===== config.mk =====
export PLATFORM = sky130hd
export DESIGN_NAME = branch_sequencer
export DESIGN_NICKNAME = d
export VERILOG_FILES = /design/src/rtl/branch_seq_pkg.sv /design/src/rtl/result_copier.sv /design/src/rtl/branch_sequencer.sv
export SDC_FILE = /design/constraint.sdc
export NUM_CORES = 1
export LEC_CHECK = 0
export ABC_AREA = 1
export CORE_ASPECT_RATIO = 1.2
export CORE_MARGIN = 10
export CORE_UTILIZATION = 35
export CTS_BUF_LIST = sky130_fd_sc_hd__clkbuf_2 sky130_fd_sc_hd__clkbuf_4 sky130_fd_sc_hd__clkbuf_8
export DETAILED_ROUTE_END_ITERATION = 6
export PLACE_DENSITY = 0.65
export SLEW_MARGIN = 40
export SYNTH_ARGS = -nofsm -noshare
export SYNTH_HDL_FRONTEND = slang
export SYNTH_SLANG_ARGS = --single-unit

===== constraint.sdc =====
create_clock -name clk -period 9.7 [get_ports clk]
set_input_delay 1.94 -clock clk [delete_from_list [all_inputs] [get_ports clk]]
set_output_delay 1.94 -clock clk [all_outputs]
set_load 0.01 [all_outputs]

===== src/rtl/branch_seq_pkg.sv =====
// Shared state encoding and branch read-port selects for the branch sequencer.
package branch_seq_pkg;

  typedef enum logic [2:0] {
    S_IDLE,
    S_LAUNCH,
    S_WAIT,
    S_COPY,
    S_DRAIN,
    S_NEXT,
    S_FINISH
  } state_t;

  localparam logic [2:0] READ_SEL_MAXRELU = 3'b100;
  localparam logic [2:0] READ_SEL_NONE    = 3'b000;

endpackage


===== src/rtl/result_copier.sv =====
// Streams RESULT_SIZE words from the branch read port into the output memory.
// Read data arrives one cycle after the address, so the write strobe and address trail by one cycle.
module result_copier #(
  parameter int ADDR_WIDTH  = 16,
  parameter int RESULT_SIZE = 169
) (
  input  logic                  clk,
  input  logic                  rst,
  input  logic                  i_start,
  input  logic [ADDR_WIDTH-1:0] i_out_base,
  output logic [ADDR_WIDTH-1:0] o_rd_addr,
  output logic                  o_we,
  output logic [ADDR_WIDTH-1:0] o_waddr,
  output logic                  o_done
);

  localparam logic [ADDR_WIDTH-1:0] LAST_ADDR = ADDR_WIDTH'(RESULT_SIZE - 1);

  logic                  r_active;
  logic [ADDR_WIDTH-1:0] r_cnt;
  logic                  r_we;
  logic [ADDR_WIDTH-1:0] r_waddr;
  logic                  w_last;

  // High in the cycle the final read address is on the port.
  assign w_last    = r_active && (r_cnt == LAST_ADDR);
  assign o_rd_addr = r_cnt;
  assign o_we      = r_we;
  assign o_waddr   = r_waddr;
  assign o_done    = w_last;

  always_ff @(posedge clk or posedge rst) begin
    if (rst) begin
      r_active <= 1'b0;
      r_cnt    <= '0;
      r_we     <= 1'b0;
      r_waddr  <= '0;
    end else begin
      r_we <= r_active;
      if (r_active) begin
        r_waddr <= i_out_base + r_cnt;
      end
      if (i_start) begin
        r_active <= 1'b1;
        r_cnt    <= '0;
      end else if (w_last) begin
        r_active <= 1'b0;
        r_cnt    <= '0;
      end else if (r_active) begin
        r_cnt <= r_cnt + ADDR_WIDTH'(1);
      end
    end
  end

endmodule


===== src/rtl/branch_sequencer.sv =====
// Runs the branch once per output filter and copies each pooled result into the layer
// output memory at a per-filter offset; per-filter addresses are built with accumulators.
module branch_sequencer
  import branch_seq_pkg::*;
#(
  parameter int DATA_WIDTH    = 16,
  parameter int ADDR_WIDTH    = 16,
  parameter int NUM_FILTERS   = 4,
  parameter int RESULT_SIZE   = 169,
  parameter int KERNEL_STRIDE = 27,
  parameter int BIAS_BASE     = 0,
  parameter int OUT_BASE      = 0
) (
  input  logic                  clk,
  input  logic                  reset,
  input  logic                  start,
  output logic                  busy,
  output logic                  done,
  output logic [ADDR_WIDTH-1:0] filter_idx,
  output logic                  branch_run,
  input  logic                  branch_done,
  output logic [ADDR_WIDTH-1:0] kernel_base,
  output logic [ADDR_WIDTH-1:0] bias_addr,
  output logic [2:0]            branch_read_select,
  output logic [ADDR_WIDTH-1:0] branch_read_address,
  input  logic [DATA_WIDTH-1:0] branch_result,
  output logic                  out_we,
  output logic [ADDR_WIDTH-1:0] out_addr,
  output logic [DATA_WIDTH-1:0] out_data
);

  localparam logic [ADDR_WIDTH-1:0] LAST_FILTER = ADDR_WIDTH'(NUM_FILTERS - 1);
  localparam logic [ADDR_WIDTH-1:0] K_STRIDE    = ADDR_WIDTH'(KERNEL_STRIDE);
  localparam logic [ADDR_WIDTH-1:0] R_STRIDE    = ADDR_WIDTH'(RESULT_SIZE);

  state_t                r_state;
  logic                  r_busy;
  logic                  r_done;
  logic                  r_run;
  logic [ADDR_WIDTH-1:0] r_filter_idx;
  logic [ADDR_WIDTH-1:0] r_kernel_base;
  logic [ADDR_WIDTH-1:0] r_bias_addr;
  logic [ADDR_WIDTH-1:0] r_out_base;
  logic [2:0]            r_read_sel;

  logic                  w_copy_start;
  logic                  w_copy_last;
  logic                  w_we;

  // The copier must be issuing address 0 in the first COPY cycle, so it starts on the WAIT exit.
  assign w_copy_start = (r_state == S_WAIT) && branch_done;

  result_copier #(
    .ADDR_WIDTH (ADDR_WIDTH),
    .RESULT_SIZE(RESULT_SIZE)
  ) u_copier (
    .clk       (clk),
    .rst       (reset),
    .i_start   (w_copy_start),
    .i_out_base(r_out_base),
    .o_rd_addr (branch_read_address),
    .o_we      (w_we),
    .o_waddr   (out_addr),
    .o_done    (w_copy_last)
  );

  assign busy               = r_busy;
  assign done               = r_done;
  assign branch_run         = r_run;
  assign filter_idx         = r_filter_idx;
  assign kernel_base        = r_kernel_base;
  assign bias_addr          = r_bias_addr;
  assign branch_read_select = r_read_sel;
  assign out_we             = w_we;
  assign out_data           = w_we ? branch_result : '0;

  always_ff @(posedge clk or posedge reset) begin
    if (reset) begin
      r_state       <= S_IDLE;
      r_busy        <= 1'b0;
      r_done        <= 1'b0;
      r_run         <= 1'b0;
      r_filter_idx  <= '0;
      r_kernel_base <= '0;
      r_bias_addr   <= '0;
      r_out_base    <= '0;
      r_read_sel    <= READ_SEL_NONE;
    end else begin
      r_done <= 1'b0;
      r_run  <= 1'b0;
      case (r_state)
        S_IDLE: begin
          if (start) begin
            r_state       <= S_LAUNCH;
            r_busy        <= 1'b1;
            r_run         <= 1'b1;
            r_filter_idx  <= '0;
            r_kernel_base <= '0;
            r_bias_addr   <= ADDR_WIDTH'(BIAS_BASE);
            r_out_base    <= ADDR_WIDTH'(OUT_BASE);
          end
        end
        S_LAUNCH: r_state <= S_WAIT;
        S_WAIT: begin
          if (branch_done) begin
            r_state    <= S_COPY;
            r_read_sel <= READ_SEL_MAXRELU;
          end
        end
        S_COPY: begin
          if (w_copy_last) begin
            r_state <= S_DRAIN;
          end
        end
        S_DRAIN: begin
          r_state    <= S_NEXT;
          r_read_sel <= READ_SEL_NONE;
        end
        S_NEXT: begin
          if (r_filter_idx == LAST_FILTER) begin
            r_state <= S_FINISH;
            r_done  <= 1'b1;
          end else begin
            r_state       <= S_LAUNCH;
            r_run         <= 1'b1;
            r_filter_idx  <= r_filter_idx + ADDR_WIDTH'(1);
            r_kernel_base <= r_kernel_base + K_STRIDE;
            r_bias_addr   <= r_bias_addr + ADDR_WIDTH'(1);
            r_out_base    <= r_out_base + R_STRIDE;
          end
        end
        S_FINISH: begin
          r_state <= S_IDLE;
          r_busy  <= 1'b0;
        end
        default: begin
          r_state    <= S_IDLE;
          r_busy     <= 1'b0;
          r_read_sel <= READ_SEL_NONE;
        end
      endcase
    end
  end

endmodule


==> results.cfg <==
[critical_path]
crit_family = buffers and inverters
end_kind = output port
path_cells = clkdlybuf4s50_1 > nand2_1 > inv_1 > clkdlybuf4s50_1
critPathSlowestCell = clkdlybuf4s50_1
criticalPathCategory = in -> out
critPathMaxFanout = 1
r2r_cells = 9
required_ns = 7.76
critical_path.max_stage_delay_ns = 0.53
crit_arrival_ns = 3.05
cp.depth = 4
start_kind = input pin
path_buf_inv = 3
cp_common_cell = clkdlybuf4s50_1

[clock_network]
path_clk_slew_ns = 0.10
post_cts_resized = 0
clockBufferDepth = 2
cts_root_buffer = clkbuf_8
cts_inserted_buffers = 9
cts_sinks = 105
postCtsHoldBufs = 0
post_cts_buffers = 0
htree_num_levels = 3
insertion_delay_ns = 0.40
cts_tree = done

[routing]
drt_first_pass_iters = 5
drc = 0
drtIter0Drc = 555
antenna_left = 0
finalWirelength_um = 20300
vias_per_cell = 4.96
wl_per_cell_um = 14.3
vias = 7030

[floorplanning]
io_pins = 123
rows = 56
fp.dieArea_mm2 = 0.0262
fp.dieH_um = 175
fp.dieW_um = 149
fp.coreArea_mm2 = 0.0197
start_util = 0.358

[logic_synthesis]
synth_edf_count = 0
seq_area_frac_synth = 0.373
syn_area_mm2 = 0.00704
ys_seq_elements = 105
synth_area_leaders = dfrtp_1 37%, nand2_1 18%, inv_1 7.9%
yosys-top-cells-count = 344 x nand2_1, 149 x inv_1, 105 x dfrtp_1
yosys.cell_count.top_type = nand2_1
synth_compound_area_frac = 0.0878
yosys.area.top_type = dfrtp_1
synth_fa_ha_area_frac = 0.0419
yosysWarningCount = 0
synth_xor_area_frac = 0.0236
synthCells = 1041
synth_cell_types = 35
synthMuxAreaShare = 0
synth_top_family_by_area = simple AND/OR/NAND/NOR gates
synth-async-reset-ratio = 1.00
synth_simple_gate_area_share = 0.369
yosys_most_used_dff = dfrtp_1
avgSynthCellArea_um2 = 6.76
yosysTopAreaCellShare = 0.373

[pwr]
p_per_area_mw_per_mm2 = 196
irDropWorstVdd_uv = 136
p_leak_nw = 4.13

[sta]
skew_ns = 0.0135
fin_tns_setup_ns = 0
final.setup.worst_slack_ns = 4.71
whs_ns = 0.479
grt_setup_unrepaired = false
tightest_slew_ns = 0.778
slew_headroom = 0.481
fin_crit_ns = 4.99
hold_viol_final = 0
slew_violations = 0
finalSetupViolCount = 0
fmax_mhz = 200
fin_crit_sh = 0.515

[placement]
numPortBuffers = 120
globalplace.congestion = 0.863
pre_cts_ws_ns = 4.70
hpwl_um = 14800
place_inst = 1400

[outcome]
status = completed

[flow_run]
drv_cap = 0

[grt]
grt_overflow = 0
grt_max_degree = 68
grt_pass1_vias = 6575
grt_usage = 0.153
antenna_found_initial = 0
grt_pass1_wl_um = 33100

[cells_and_area]
multi_input_area_mm2 = 0.00369
fin_cells = 1416
fill_cells = 2025
post_route_cells_drive_above_1_share = 0.0381
num_antenna_cells = 0
fin_nets = 1193
seq_area_mm2 = 0.00263
fin_util = 0.438
syn2layout_area_growth_pct = 22.6

[worst_hold_path]
hold-path-cell-count = 2
hold_path.class = reg -> reg
[cells by family after synthesis]
| kind of cell | count (synthesis) |
|---|---|
| flops | 105 |
| xor+xnor | 19 |
| compound gates | 112 |
| simple gates | 604 |
| buf+inv | 177 |
| other cells | 1 |
| fa+ha+maj | 23 |
[path summary, 6_finish.rpt]
kind	startpoint	to	slack, ns
worst max-delay path	branch_result[12]	out_data[12]	4.71
worst min-delay path	branch_read_select[2]	branch_read_select[2]	0.48
worst max register to register	r_state[1]	r_out_base[12]	6.77
worst min register to register	branch_read_select[2]	branch_read_select[2]	0.48
max in group asynchronous	reset	r_out_base[11]	6.78
min in group asynchronous	reset	done	1.94
[tightest hold or removal path: stages, from the launching register on]
cell and delay, ns:
dfrtp_1 0.36, nand2_1 0.05, nand2_1 0.05
[where the power goes]
group | leakage (nW) | internal (W) | switching, W
Clock | 0.0909 | 0.000105 | 0.000168
Sequential | 1.43 | 0.000533 | 0.000134
Combinational | 2.61 | 0.000314 | 0.000439
[metrics by stage]
step           area [µm²]  total power, W
2_1_floorplan        7040         0.00111
3_3_place_gp         8440         0.00142
3_5_place_dp         8440         0.00143
4_1_cts              8620         0.00172
5_1_grt              8630         0.00184
6_report             8630         0.00169
[per-layer routing]
metal  vias to the layer above  GRT usage  part of all wire
met2                       228      0.252              0.45
li1                       3547          -                 -
met4                         0     0.0541             0.021
met1                      3223      0.191              0.45
met5                         -          0                 0
met3                        32     0.0350             0.074
[flip-flops by register name, summed over array words and instances, names as in the netlist]
| register | cells |
|---|---|
| bias_addr | 16 |
| filter_idx | 16 |
| kernel_base | 16 |
| r_out_base | 16 |
| u_copier.o_rd_addr | 16 |
| u_copier.o_waddr | 16 |
| r_state | 3 |
| branch_read_select | 1 |
| branch_run | 1 |
| busy | 1 |
| done | 1 |
| u_copier.o_we | 1 |
| u_copier.r_active | 1 |
[area by class of cell]
class | instances | area share
clock buffers | 11 | 0.0168
multi-input cells | 760 | 0.427
repair buffers | 124 | 0.143
flip-flops and latches | 105 | 0.305
clock inverters | 5 | 0.00464
inverters | 150 | 0.0655
well taps | 261 | 0.0378
[layout by cell type, fill, tap and decap left out, drive strengths merged]
master,count
xnor2,5
buf,4
nand3b,8
clkdlybuf4s50,120
ha,22
nand2,347
nor2,83
a21o,1
fa,1
inv,151
o22ai,10
clkbuf,11
conb,2
a21oi,23
nand4,45
xor2,14
o21ai,77
clkinvlp,2
nand3,94
clkinv,2
and2,3
nor3,17
or2,7
dfrtp,105
a31o,1
(Power assumes the default switching activity.)
